File: src/rtl/keypad_emulator.sv
// 4x4 matrix keypad responder: presses handshaked key codes for a fixed hold, then releases for a fixed gap.
// Define KEYPAD_BOUNCE_EN to add contact-bounce bursts around each hold.
module keypad_emulator #(
  parameter int HOLD_CYCLES   = 64,
  parameter int GAP_CYCLES    = 32,
  parameter int BOUNCE_CYCLES = 8
) (
  input  logic       clk,
  input  logic       clr_n,
  input  logic [3:0] key_code,
  input  logic       key_valid,
  output logic       key_ready,
  input  logic [3:0] KEY_C,
  output logic [3:0] KEY_R,
  output logic       busy,
  output logic [7:0] press_count
);

  if (HOLD_CYCLES < 1 || HOLD_CYCLES > 65535) begin : g_bad_hold
    $error("keypad_emulator: HOLD_CYCLES out of range");
  end
  if (GAP_CYCLES < 1 || GAP_CYCLES > 65535) begin : g_bad_gap
    $error("keypad_emulator: GAP_CYCLES out of range");
  end
  if (BOUNCE_CYCLES < 1 || BOUNCE_CYCLES > 255) begin : g_bad_bounce
    $error("keypad_emulator: BOUNCE_CYCLES out of range");
  end

  localparam logic [15:0] HOLD_LOAD = 16'(HOLD_CYCLES - 1);
  localparam logic [15:0] GAP_LOAD  = 16'(GAP_CYCLES - 1);

  typedef enum logic [2:0] {
    IDLE,
    HOLD,
    GAP
`ifdef KEYPAD_BOUNCE_EN
    , BOUNCE_IN,
    BOUNCE_OUT
`endif
  } state_t;

  state_t      state, state_next;
  logic [15:0] cnt, cnt_next;
  logic [3:0]  held;
  logic        count_inc;
  logic        contact;

`ifdef KEYPAD_BOUNCE_EN
  localparam logic [15:0] BOUNCE_LOAD = 16'(BOUNCE_CYCLES - 1);
  logic [15:0] bounce_elapsed;
  assign bounce_elapsed = BOUNCE_LOAD - cnt;
`endif

  function automatic logic [3:0] col_of(input logic [3:0] code);
    case (code)
      4'h0, 4'h2, 4'h5, 4'h8: col_of = 4'b1011;
      4'h1, 4'h4, 4'h7, 4'hE: col_of = 4'b0111;
      4'h3, 4'h6, 4'h9, 4'hF: col_of = 4'b1101;
      default:                col_of = 4'b1110;
    endcase
  endfunction

  function automatic logic [3:0] row_of(input logic [3:0] code);
    case (code)
      4'h1, 4'h2, 4'h3, 4'hA: row_of = 4'b0111;
      4'h4, 4'h5, 4'h6, 4'hB: row_of = 4'b1011;
      4'h7, 4'h8, 4'h9, 4'hC: row_of = 4'b1101;
      default:                row_of = 4'b1110;
    endcase
  endfunction

  always_ff @(posedge clk or negedge clr_n) begin
    if (!clr_n) begin
      state       <= IDLE;
      cnt         <= '0;
      held        <= '0;
      press_count <= '0;
    end else begin
      state <= state_next;
      cnt   <= cnt_next;
      if (key_valid && key_ready)
        held <= key_code;
      if (count_inc)
        press_count <= press_count + 8'd1;
    end
  end

  // Each timed state counts down from its load value and leaves on the cycle the counter reads zero.
  always_comb begin
    state_next = state;
    cnt_next   = cnt;
    count_inc  = 1'b0;
    contact    = 1'b0;
    case (state)
      IDLE: begin
        if (key_valid) begin
`ifdef KEYPAD_BOUNCE_EN
          state_next = BOUNCE_IN;
          cnt_next   = BOUNCE_LOAD;
`else
          state_next = HOLD;
          cnt_next   = HOLD_LOAD;
`endif
        end
      end
      HOLD: begin
        contact = 1'b1;
        if (cnt == 16'd0) begin
`ifdef KEYPAD_BOUNCE_EN
          state_next = BOUNCE_OUT;
          cnt_next   = BOUNCE_LOAD;
`else
          state_next = GAP;
          cnt_next   = GAP_LOAD;
          count_inc  = 1'b1;
`endif
        end else begin
          cnt_next = cnt - 16'd1;
        end
      end
      GAP: begin
        if (cnt == 16'd0)
          state_next = IDLE;
        else
          cnt_next = cnt - 16'd1;
      end
`ifdef KEYPAD_BOUNCE_EN
      BOUNCE_IN: begin
        contact = ~bounce_elapsed[0];
        if (cnt == 16'd0) begin
          state_next = HOLD;
          cnt_next   = HOLD_LOAD;
        end else begin
          cnt_next = cnt - 16'd1;
        end
      end
      BOUNCE_OUT: begin
        contact = bounce_elapsed[0];
        if (cnt == 16'd0) begin
          state_next = GAP;
          cnt_next   = GAP_LOAD;
          count_inc  = 1'b1;
        end else begin
          cnt_next = cnt - 16'd1;
        end
      end
`endif
      default: state_next = IDLE;
    endcase
  end

  assign key_ready = (state == IDLE);
  assign busy      = (state != IDLE);

  // Pure combinational path from KEY_C, like a real switch matrix.
  assign KEY_R = (contact && (KEY_C == col_of(held))) ? row_of(held) : 4'b1111;

endmodule
File: config.mk
export PLATFORM = sky130hd
export DESIGN_NAME = keypad_emulator
export DESIGN_NICKNAME = d
export VERILOG_FILES = /design/src/rtl/keypad_emulator.sv
export SDC_FILE = /design/constraint.sdc
export NUM_CORES = 1
export LEC_CHECK = 0
export ABC_AREA = 1
export BUFFER_PORTS_ARGS = -buffer_cell sky130_fd_sc_hd__buf_2
export CAP_MARGIN = 10
export CORE_ASPECT_RATIO = 1.25
export CORE_MARGIN = 2
export CORE_UTILIZATION = 58
export CTS_CLUSTER_DIAMETER = 80
export CTS_CLUSTER_SIZE = 14
export DETAILED_ROUTE_END_ITERATION = 16
export GPL_ROUTABILITY_DRIVEN = 0
export GPL_TIMING_DRIVEN = 0
export PLACE_DENSITY = 0.79
export SLEW_MARGIN = 20
export SYNTH_ARGS = -nofsm -noshare
export SYNTH_HDL_FRONTEND = slang
export SYNTH_SLANG_ARGS = --single-unit
File: constraint.sdc
create_clock -name clk -period 2.2 [get_ports clk]
set_clock_uncertainty 0.2 [all_clocks]
set_input_delay 0.33 -clock clk [delete_from_list [all_inputs] [get_ports clk]]
set_output_delay 0.33 -clock clk [all_outputs]
set_load 0.02 [all_outputs]
==> metrics.cfg <==
[outcome]
status=finished with violations
violations=negative setup slack

[clock_tree]
clk-insertion-delay-late_ps=290
numClockSinks=30
cts_tree=built
htreeDepth=2
cts-root-buf=clkbuf_8
clockBufferDepth=2
clk_pin_slew_ps=70
cts_buffers=5

[yosys]
synth.area.top_cells=dfrtp_1, nand2_1, nor2_1
synth.avg_cell_area_sq_um=6.79
synth_edf_count=0
synth.distinct_cells=27
yosysTopAreaCellShare=0.349
syn_nets=339
async_flop_share=1.00
ys_seq_area_frac=0.349
syn_inst=317
synth_top_area_cell=dfrtp_1
ys.flop_type=dfrtp_1
synth_seq_cells=30
syn_area_sq_um=2150
ys.warnings.count=0

[timing]
hold_viol_final=0
fin_crit_sh=1.09
hold-worst-slack_ps=96.1
relSlewSlack=0.534
slew_violations=0
finalCriticalPeriod_ps=2400
rsz0062_at_grt=true
setup_slack_ps=-201
setup_violations=4
fin_tns_setup_ps=-705
clock.fmax_mhz=416
worstMarginPinSlew_ps=699

[place]
port_buffers=24
dpl_cell_area_sq_um=2320
dp_worst_setup_slack_ps=24.3
hpwl_um=3430

[floorplanning]
rows=24
io_pins=25
core-area_sq_um=3510
die_w_um=58.5
die_area_sq_um=4220
start_util=0.613
die_h_um=72.1

[drt]
drtIter0Drc=129
viasPerCell=5.29
vias=2088
drc=0
wire_per_inst_um=12.5
wl_um=4950
ant_nets=0
first_pass_iters=4

[layout]
drive_gt1_frac=0.219
num_antenna_cells=0
layout.nets=377
design_area_sq_um=2610
syn_to_final_growth_pct=21.1

[min_path]
hp-class=input pin to flop

[critical_path]
startpoint_type=flop
worst_path_most_repeated_cell=nand2_2
end_kind=primary output
worst_ep_required_time_ps=1670
worst-path-max-fanout=4
crit_type=flop to primary output
arrival_ps=1870
critPathMaxStageDelay_ps=460
crit_chain=inv_4 -> ha_4 -> inv_2 -> nand2_2 -> nand3_2 -> o211ai_1 -> nand2_2 -> nor2_4 -> nand3_1 -> buf_6
cp_slowest_cell=dfrtp_2

[grt]
grt_pass1_vias=1966
track_usage=0.265
grt_first_pass_wirelength_um=8580
grt_max_degree=31
overflow=0
antenna_found_initial=0

[power]
leakagePower_nw=1.37
total_power_mw=3.11
ir_drop_mv=1.32
power_density_nw_per_um2=1190

[run]
drv_cap=0

-- final timing paths --
check / cells past startpoint / startpoint / end / slack, ps
setup / recovery: 10 / held[1] / KEY_R[1] / -200
hold / removal: 3 / key_code[0] / held[0] / 100
setup reg to reg: 8 / state[1] / cnt[6] / 240
hold reg to reg: 1 / press_count[7] / press_count[7] / 270
max in group asynchronous: 2 / clr_n / held[1] / 890
min in group asynchronous: 2 / clr_n / press_count[7] / 420
-- power breakdown --
group	switching, mW	leakage, nW	internal [mW]
clock	0.211	0.0579	0.333
sequential	0.134	0.388	0.680
combinational	1.11	0.924	0.638
-- registers in the layout (all words and copies together) (netlist names) --
register and cells:
cnt 16, held 4, press_count 8, state 2
-- critical path: cells and delay by family (launching register included) --
| kind | cells | cell delay [ps] |
|---|---|---|
| AND/OR/NAND/NOR | 5 | 490 |
| flip-flops | 1 | 460 |
| adder cells (fa/ha/maj) | 1 | 260 |
| buffers and inverters | 3 | 250 |
| AO/OA/AOI/OAI | 1 | 110 |
-- layer usage --
metal  part of all wire  vias to the layer above  GRT usage
met5                  0                        -          0
met4              0.019                        0      0.121
met2               0.53                       42      0.466
met3              0.033                       10     0.0570
li1                   -                     1096          -
met1               0.42                      940      0.301
-- stage by stage --
stage               instances   util
floorplan                 317      -
global placement          380  0.661
detailed placement        380  0.661
CTS                       394  0.730
global route              395  0.742
finish                    395  0.742
-- kinds of logic (layout without fill, tap and decap cells) --
logic type,count (synthesis),count (layout),share of synthesized area
XOR/XNOR,6,6,0.0244
buffers and inverters,51,90,0.101
AND/OR/NAND/NOR,181,181,0.359
flip-flops,30,30,0.349
AO/OA/AOI/OAI,38,38,0.103
adder cells (fa/ha/maj),11,11,0.0639
-- area by class of cell --
cell class	instances	area, sq um
Clock buffer	5	68.8
Sequential cell	30	752
Clock inverter	3	40.0
Timing Repair Buffer	31	204
Tap cell	39	48.8
Multi-Input combinational cell	236	1270
Buffer	7	52.6
Fill cell	282	906
Inverter	44	168
-- cell usage after synthesis, drive strengths merged, types with 4 or more instances --
library cell / number
xnor2: 4
dfrtp: 30
nand2: 87
inv: 44
buf: 7
o21ai: 19
a21oi: 11
nand4: 11
nand3: 26
nor2: 53
ha: 11
-- what timing repair did --
| item | in CTS | in global routing |
|---|---|---|
| gates resized for setup | 23 | 10 |
| endpoints found under the setup margin | 4 | 4 |
| hold buffers | 1 | 0 |
| pin swaps | 6 | 3 |
| buffers inserted | 5 | 1 |
| gates cloned | 0 | 0 |
| hold endpoints to repair | 30 | 0 |
-- cell usage in the layout (no fill, tap or decap), types with 2 or more instances in the layout --
cell / netlist / routed
buf_4: 2 / 7
ha_4: 0 / 4
inv_2: 4 / 7
nand3_1: 24 / 22
nor3_1: 3 / 3
clkbuf_8: 0 / 5
o22ai_1: 3 / 3
nand2_2: 2 / 6
buf_2: 3 / 23
xor2_1: 2 / 2
nor2_4: 0 / 2
xnor2_1: 4 / 4
inv_1: 40 / 36
a21oi_1: 9 / 9
nand3_2: 2 / 4
nand2_1: 85 / 81
nor2_1: 48 / 46
buf_6: 2 / 7
o211ai_1: 3 / 3
ha_1: 11 / 7
o21ai_1: 6 / 5
dfrtp_1: 30 / 29
nand4_1: 11 / 11
clkinv_2: 0 / 2
nor2_2: 5 / 5
o21ai_0: 13 / 13
No activity file was read; power rests on OpenSTA's default activity.
